==> src/rtl/switch_display_ctrl_v2.sv <==
// Board-level switch front end: synchronises and debounces a switch array, tracks
// committed values with a Moore FSM, and drives packed active-low seven-segment digits.
module switch_display_ctrl_v2 #(
  parameter int unsigned NUM_SWITCHES    = 16,
  parameter int unsigned NUM_DIGITS      = 8,
  parameter int unsigned DEBOUNCE_CYCLES = 16,
  parameter int unsigned BOUNCE_LIMIT    = 7
) (
  input  logic                    clk,
  input  logic                    rst,
  input  logic [NUM_SWITCHES-1:0] switch_array,
  input  logic [1:0]              mode,
  input  logic                    clear_err,
  output logic [NUM_DIGITS*7-1:0] seg,
  output logic [NUM_SWITCHES-1:0] committed,
  output logic                    commit_pulse,
  output logic [1:0]              state_o,
  output logic [7:0]              error_vector
);

  localparam int unsigned CW  = $clog2(DEBOUNCE_CYCLES) + 1;
  localparam int unsigned BW  = $clog2(BOUNCE_LIMIT + 1) + 1;
  localparam int unsigned NIB = (NUM_SWITCHES + 3) / 4;
  localparam logic [CW-1:0] DTHR = CW'(DEBOUNCE_CYCLES - 1);
  // The change that opens a settle window counts toward the limit, so the
  // re-change count trips one short of BOUNCE_LIMIT.
  localparam logic [BW-1:0] BTHR = (BOUNCE_LIMIT == 0) ? '0 : BW'(BOUNCE_LIMIT - 1);

  typedef enum logic [1:0] {
    ST_BLANK  = 2'd0,
    ST_SETTLE = 2'd1,
    ST_SHOW   = 2'd2,
    ST_FAULT  = 2'd3
  } state_t;

  state_t                  state, state_n;
  logic [NUM_SWITCHES-1:0] sync1, sw_s;
  logic [NUM_SWITCHES-1:0] candidate, cand_n;
  logic [CW-1:0]           stable_cnt, stable_n;
  logic [BW-1:0]           bounce_cnt, bounce_n;
  logic [NUM_DIGITS*4-1:0] commit_cnt;
  logic                    do_commit, bounce_err, illegal, wrap;
  logic                    err0, err1, err2;
  logic [NUM_DIGITS*7-1:0] frame;
  logic [31:0]             comm_ext;

  function automatic logic [6:0] hex_glyph(input logic [3:0] n);
    case (n)
      4'h0: hex_glyph = 7'h40;
      4'h1: hex_glyph = 7'h79;
      4'h2: hex_glyph = 7'h24;
      4'h3: hex_glyph = 7'h30;
      4'h4: hex_glyph = 7'h19;
      4'h5: hex_glyph = 7'h12;
      4'h6: hex_glyph = 7'h02;
      4'h7: hex_glyph = 7'h78;
      4'h8: hex_glyph = 7'h00;
      4'h9: hex_glyph = 7'h10;
      4'hA: hex_glyph = 7'h08;
      4'hB: hex_glyph = 7'h03;
      4'hC: hex_glyph = 7'h46;
      4'hD: hex_glyph = 7'h21;
      4'hE: hex_glyph = 7'h06;
      default: hex_glyph = 7'h0E;
    endcase
  endfunction

  always_comb begin
    state_n    = state;
    cand_n     = candidate;
    stable_n   = stable_cnt;
    bounce_n   = bounce_cnt;
    do_commit  = 1'b0;
    bounce_err = 1'b0;
    illegal    = 1'b0;
    case (state)
      ST_BLANK: begin
        if (sw_s == candidate) begin
          stable_n = stable_cnt + 1'b1;
          if (stable_cnt >= DTHR) begin
            do_commit = 1'b1;
            state_n   = ST_SHOW;
          end
        end else begin
          cand_n   = sw_s;
          stable_n = CW'(1);
        end
      end
      ST_SHOW: begin
        if (sw_s != committed) begin
          cand_n   = sw_s;
          stable_n = CW'(1);
          bounce_n = '0;
          state_n  = ST_SETTLE;
        end
      end
      ST_SETTLE: begin
        if (sw_s == candidate) begin
          stable_n = stable_cnt + 1'b1;
          if (stable_cnt >= DTHR) begin
            do_commit = (candidate != committed);
            state_n   = ST_SHOW;
          end
        end else begin
          cand_n   = sw_s;
          stable_n = CW'(1);
          if (bounce_cnt >= BTHR) begin
            bounce_err = 1'b1;
            state_n    = ST_FAULT;
          end else begin
            bounce_n = bounce_cnt + 1'b1;
          end
        end
      end
      ST_FAULT: begin
        if (clear_err) begin
          stable_n = '0;
          state_n  = ST_BLANK;
        end
      end
      default: begin
        illegal = 1'b1;
        state_n = ST_BLANK;
      end
    endcase
  end

  assign wrap     = do_commit & (&commit_cnt);
  assign comm_ext = 32'(committed);

  always_comb begin
    frame = '1;
    for (int unsigned i = 0; i < NUM_DIGITS; i++) begin
      case (mode)
        2'd0: frame[7*i +: 7] = (i < NIB) ? hex_glyph(comm_ext[4*i +: 4]) : 7'h7F;
        2'd1: frame[7*i +: 7] = hex_glyph(commit_cnt[4*i +: 4]);
        2'd2: frame[7*i +: 7] = 7'h7F;
        default: frame[7*i +: 7] = 7'h00;
      endcase
    end
  end

  always_ff @(posedge clk or negedge rst) begin
    if (!rst) begin
      sync1        <= '0;
      sw_s         <= '0;
      state        <= ST_BLANK;
      candidate    <= '0;
      stable_cnt   <= '0;
      bounce_cnt   <= '0;
      committed    <= '0;
      commit_cnt   <= '0;
      commit_pulse <= 1'b0;
      err0         <= 1'b0;
      err1         <= 1'b0;
      err2         <= 1'b0;
      seg          <= '1;
    end else begin
      sync1        <= switch_array;
      sw_s         <= sync1;
      state        <= state_n;
      candidate    <= cand_n;
      stable_cnt   <= stable_n;
      bounce_cnt   <= bounce_n;
      commit_pulse <= do_commit;
      if (do_commit) begin
        committed  <= candidate;
        commit_cnt <= commit_cnt + 1'b1;
      end
      err0 <= illegal    | (err0 & ~clear_err);
      err1 <= bounce_err | (err1 & ~clear_err);
      err2 <= wrap       | (err2 & ~clear_err);
      case (state)
        ST_BLANK: seg <= '1;
        ST_FAULT: seg <= seg;
        default:  seg <= frame;
      endcase
    end
  end

  assign state_o      = state;
  assign error_vector = {4'b0000, (state == ST_FAULT), err2, err1, err0};

endmodule

==> config.mk <==
export PLATFORM = sky130hd
export DESIGN_NAME = switch_display_ctrl_v2
export DESIGN_NICKNAME = d
export VERILOG_FILES = /design/src/rtl/switch_display_ctrl_v2.sv
export SDC_FILE = /design/constraint.sdc
export NUM_CORES = 1
export LEC_CHECK = 0
export ABC_CLOCK_PERIOD_IN_PS = 6400
export CORE_MARGIN = 3
export CORE_UTILIZATION = 40
export CTS_BUF_LIST = sky130_fd_sc_hd__clkbuf_16
export DETAILED_ROUTE_END_ITERATION = 10
export GPL_TIMING_DRIVEN = 0
export SYNTH_ARGS = -nofsm -noshare
export SYNTH_HDL_FRONTEND = slang
export SYNTH_SLANG_ARGS = --single-unit
==> constraint.sdc <==
create_clock -name clk -period 6.4 [get_ports clk]
set_input_delay 1.92 -clock clk [delete_from_list [all_inputs] [get_ports clk]]
set_output_delay 1.92 -clock clk [all_outputs]
set_load 0.01 [all_outputs]
# Word-level counts from Yosys, hierarchy flattened
# Memories as Yosys holds them, arrays and structs flattened.
# Cells that the tools add are included.
[op_classes]
n_lt_le_gt_ge = 2
eq_ne = 15
bitwise = 7
reduce_logical = 11
addsub = 3
n_mux = 35
[op_table]
columns = ["op", "count"]
rows = [
  ["56-bit one-hot mux with 2 select lines", 1],
  ["7-bit one-hot mux with 3 select lines", 4],
  ["7-bit one-hot mux with 2 select lines", 4],
  ["32-bit by 1-bit adder with 32-bit output (second input constant)", 1],
  ["16-bit 2-to-1 mux", 2],
  ["16-bit inequality test", 2],
  ["16-bit one-hot mux with 2 select lines", 1],
  ["32-bit AND reduction", 1],
  ["16-bit equality test", 1],
  ["5-bit 2-to-1 mux", 3],
  ["5-bit one-hot mux with 3 select lines", 1],
  ["2-bit 2-to-1 mux", 6],
  ["4-bit 2-to-1 mux", 3],
  ["2-bit inequality test (second input constant)", 6],
  ["2-bit one-hot mux with 4 select lines", 1],
  ["4-bit one-hot mux with 2 select lines", 1],
  ["4-bit AND reduction", 2],
  ["1-bit 2-to-1 mux", 7],
  ["2-bit equality test (second input constant)", 3],
  ["5-bit by 1-bit adder with 5-bit output (second input constant)", 1],
  ["5-bit by 4-bit >= comparator with 1-bit output (second input constant)", 1],
  ["4-bit by 1-bit adder with 4-bit output (second input constant)", 1],
  ["1-bit bitwise AND", 4],
  ["2-bit by 1-bit equality test with 1-bit output (second input constant)", 2],
  ["10 further kinds", 14],
]
[totals]
word_cells = 98
in_bits = 21
register_bits = 167
out_inout_bits = 83
rom_bits = 1344
memories = 12
[memory_table]
columns = ["memory", "depth", "width", "read_ports", "rd_ports_with_merged_regs", "write_ports", "line_no", "rtl"]
rows = [
  ["(no name shown)", 16, 7, 1, 0, 0, "48", "case (n)"],
  ["(no name shown)", 16, 7, 1, 0, 0, "48", ""],
  ["(no name shown)", 16, 7, 1, 0, 0, "48", ""],
  ["(no name shown)", 16, 7, 1, 0, 0, "48", ""],
  ["(no name shown)", 16, 7, 1, 0, 0, "48", ""],
  ["(no name shown)", 16, 7, 1, 0, 0, "48", ""],
  ["+6 memories", "-", "-", "-", "-", "-", "-", ""],
]

# Depth between registers and ports, before layout
[logic_depth]
word_depth = 6
ltp_mapped = 11
ltp_nobuf = 9

# Worst setup path after synthesis
# Ideal clock, no wire load.
[synth_path]
kind = "input port to flip-flop"
start = "in mode[1]"
end = "reg seg[6]"
path_slack_ps = 3181
path_stages = 6
setup_ps = 77
n_path_buf = 1
arrival_time_ps = 3142
t_required_ps = 6323
cell_sequence = "clkbuf_1 > nor2_1 > o21ai_0 > a221oi_1 > a211oi_1 > a21o_1"
[synth_via]
elab_chain_len = 3
word_cells_on_any_way = 5
cone_classes = "eq/ne (2); mux (2); reduce/logical (1)"
[synth_rtl]
columns = ["element", "line_no", "rtl"]
rows = [
  ["from (decl)", "12", "input logic [1:0] mode,"],
  ["2-bit equality test, or another cell as far along", "134", "case (mode)"],
  ["7-bit one-hot mux with 3 select lines *", "134", ""],
  ["56-bit one-hot mux with 2 select lines *", "173", "case (state)"],
  ["to (signal assigned)", "175", "ST_FAULT: seg <= seg;"],
  ["to (signal assigned)", "176", "default: seg <= frame;"],
  ["to (decl)", "14", "output logic [NUM_DIGITS*7-1:0] seg,"],
]
# Mark *: on every way between the ends. The rest lies on a longest branch, timed or not.
# A chain may end at the register's enable or synchronous reset.

# Worst setup path after layout
[layout_path]
start = "reg state[1] (netlist: state_o[1])"
end = "out error_vector[3]"
[layout_via]
elab_chain_len = 1
[layout_rtl]
columns = ["element", "line_no", "rtl"]
rows = [
  ["from (decl)", "36", "state_t state, state_n;"],
  ["from (signal assigned)", "161", "state <= state_n;"],
  ["2-bit equality test", "182", "assign error_vector = {4'b0000, (state == ST_FAULT), err2, err1, err0};"],
  ["to (decl)", "18", "output logic [7:0] error_vector"],
]
# No other way between the ends.

==> key figures <==
STA
  • Final clock skew: 0.0168 ns
  • Unrepaired setup endpoints after global routing: no
  • Final hold vios: 0
  • Relative slew slack: 33.5%
  • Final setup violation count: 0
  • Worst-Margin Slew: 0.986 ns
  • Slew Limit Fails: 0
  • F_max: 0.229 GHz
  • Post-route minimum period: 4.37 ns
  • Fin crit share: 68.2%
  • Setup TNS: 0 ns

Finish
  • Number of fill cells: 2490
  • Share of layout cells above drive strength 1: 12.8%
  • Synth-to-Final Area Change: 19.1%
  • Nets: 1349
  • Antenna diodes: 0

Critical path
  • CP Launch Type: flip-flop
  • FF-to-FF setup slack: 3.54 ns
  • Crit-path cells: clkbuf_1, nand2_2, clkinv_1, clkdlybuf4s50_1
  • CP Max Fanout: 10
  • FF-to-FF End: commit_cnt[28]
  • WP data required: 4.48 ns
  • Crit-path slowest cell: clkdlybuf4s50_1
  • CP Capture Type: output port
  • CP Class: flip-flop to output port
  • CP arrival: 2.45 ns
  • Max incr delay on CP: 0.60 ns
  • Worst r2r path cells: 7
  • Reg2reg start: commit_cnt[4]

Routing
  • DRT Pass-1 Iters: 8
  • Via count: 8623
  • Post-DR wirelength/cell: 18.8 um
  • Via density: 5.43
  • Metal2 WL: 13500 um
  • Post-route DRC: 0
  • M1 wire length: 13700 um
  • DRT antenna net count: 0
  • Top layer reached by signal wires: met4
  • Final wirelength: 29800 um
  • Metal3 WL: 1900 um
  • Initial DRC count: 766

GRT
  • Pin count of the biggest net entering global routing: 89
  • Antenna violations before repair: 0
  • Via count of the first global-routing pass: 8453
  • Total GRT Usage: 20.8%
  • Total grt overflow: 0
  • First-pass GRT wire length: 47200 um

Synth
  • Mapped Area: 10700 um^2
  • Post-Synthesis Cells: 1120
  • Cell with the most instances after synthesis: dfrtp_1
  • Post-Syn Area per Cell: 9.57 um^2
  • Synth top area share: 25.9%
  • FFs w/ async S/R, synth: 100%
  • Top cells by area, synth: dfrtp_1, dfstp_2, ha_1, xnor2_1, a21oi_1
  • Post-synthesis sequential area ratio: 39.7%
  • Yosys reg bits: 167
  • Synth cell count leaders: dfrtp_1, ha_1, a21oi_1
  • YS warnings: 0
  • EDFF count, synth: 0
  • Yosys cell types: 69
  • Synth area leader: dfrtp_1
  • Dominant synthesized flop cell: dfrtp_1

Clock network
  • Clock slew seen by the registers of the worst setup and hold paths: 0.08 ns
  • Total CTS buffers: 17
  • Clock Latency Late Sink: 0.45 ns
  • CTS tree: built
  • Clock Sinks: 167
  • Postcts setup bufs: 0
  • CTS H-tree depth: 4
  • Max Root-Sink Buffers: 2
  • Post-CTS Hold Buffers: 0
  • Root buffer cell: clkbuf_16
  • PostCTS Resize Cnt: 0

Worst hold path
  • Min-delay src: sync1[7]
  • HP Class: flip-flop to flip-flop
  • Hold Path Sink: sw_s[7]
  • Hold path cells: 0

Job
  • Max cap viols: 0

Place
  • Port Buffers: 98
  • Placer Congestion: 0.907
  • DP Wirelength: 22500 um

Die
  • # IOs: 104
  • Core box area: 26200 um^2
  • Die area: 28800 um^2
  • Die outline width: 170 um
  • Die Ht: 170 um
  • Initial core utilization: 40.9%
  • Placement Rows: 59

Power
  • Lkg Pwr: 5.19 nW
  • Power Density: 293 nW/um^2
  • Final Total Pwr: 0.00374 W
  • VDD IR-drop max: 0.148 mV

Run status
  • Status: completed
## layout make-up
| type | instances | area, um^2 | area share (%) |
|---|---|---|---|
| clock buffer | 17 | 425 | 3.33 |
| tap | 335 | 419 | 3.29 |
| sequential | 167 | 4250 | 33.3 |
| buffer | 81 | 359 | 2.81 |
| clock inverter | 15 | 174 | 1.36 |
| timing repair buffer | 99 | 1010 | 7.94 |
| multi-input combinational | 811 | 5880 | 46.1 |
| inverter | 64 | 240 | 1.88 |
## per-stage QoR
step	std cells	setup WS (ns)	hold slack, ns	utilization (%)	area, um^2
after global placement	1556	-3.76	0.333	46.3	12100
after detailed placement	1557	1.86	0.335	46.4	12200
after CTS	1589	2.00	0.351	48.7	12800
after floorplan	1123	3.18	0.331	-	10700
after global routing	1589	1.87	0.358	48.7	12800
final	1589	2.03	0.351	48.7	12800
## layout by cell type, fill, tap and decap left out, types with 8 or more instances in the layout
| master | netlist | routed |
|---|---|---|
| a211oi_1 | 21 | 21 |
| a21oi_1 | 84 | 84 |
| a22oi_1 | 10 | 10 |
| a31oi_1 | 22 | 22 |
| and2_1 | 9 | 9 |
| and3_1 | 10 | 10 |
| buf_1 | 9 | 9 |
| buf_2 | 11 | 11 |
| clkbuf_1 | 52 | 52 |
| clkbuf_16 | 0 | 17 |
| clkdlybuf4s50_1 | 0 | 97 |
| dfrtp_1 | 111 | 111 |
| dfstp_2 | 56 | 56 |
| ha_1 | 87 | 87 |
| inv_1 | 63 | 63 |
| mux2_2 | 17 | 17 |
| mux2_4 | 10 | 10 |
| mux2i_1 | 13 | 13 |
| nand2_1 | 82 | 82 |
| nand2b_1 | 17 | 17 |
| nand3_1 | 21 | 21 |
| nand4_1 | 24 | 24 |
| nor2_1 | 73 | 73 |
| nor2b_1 | 20 | 20 |
| nor3_1 | 10 | 10 |
| o211ai_1 | 14 | 14 |
| o21a_1 | 19 | 19 |
| o21ai_0 | 58 | 58 |
| o22a_1 | 8 | 8 |
| xnor2_1 | 58 | 58 |
| xor2_1 | 25 | 25 |
## sequential cells by signal, summed over array words and instances (netlist names), 2 cells and up
register / count
committed: 16
commit_cnt: 32
stable_cnt: 5
sync1: 16
sw_s: 16
bounce_cnt: 4
state_o: 2
seg: 56
candidate: 16
## kinds of logic after synthesis
family,after synthesis,share of synthesized area [%]
simple gates,297,14.1
compound gates,293,17.8
flops,167,39.7
buf+inv,145,5.59
fa+ha+maj,87,10.2
xor+xnor,83,6.79
mux,47,5.87
other cells,1,0.0350
## worst max-delay path, delay by kind of cell, from the launching register on
family / cells / cell delay, ns
simple gates: 1 / 0.28
flops: 1 / 0.43
buf+inv: 3 / 1.30
## per-layer routing
layer	vias up	track usage, %
met4	0	7.04
met1	4136	28.6
met3	49	4.19
met5	-	0
met2	272	33.0
li1	4166	-
## report_power, final
part           switching [W]  internal, W  total [W]
Clock               0.000532     0.000529    0.00106
Sequential          0.000153      0.00136    0.00151
Combinational       0.000619     0.000548    0.00117
Total                0.00130      0.00243    0.00374
## worst max path at each step
stage,startpoint,end,cells past startpoint
2_1_floorplan,mode[1],seg[6],6
3_3_place_gp,rst,sync1[4],1
3_5_place_dp,mode[0],seg[11],7
4_1_cts,state_o[1],error_vector[3],4
5_1_grt,state_o[1],error_vector[3],4
6_report,state_o[1],error_vector[3],4
Note: power is estimated with default switching activity, not from simulation.
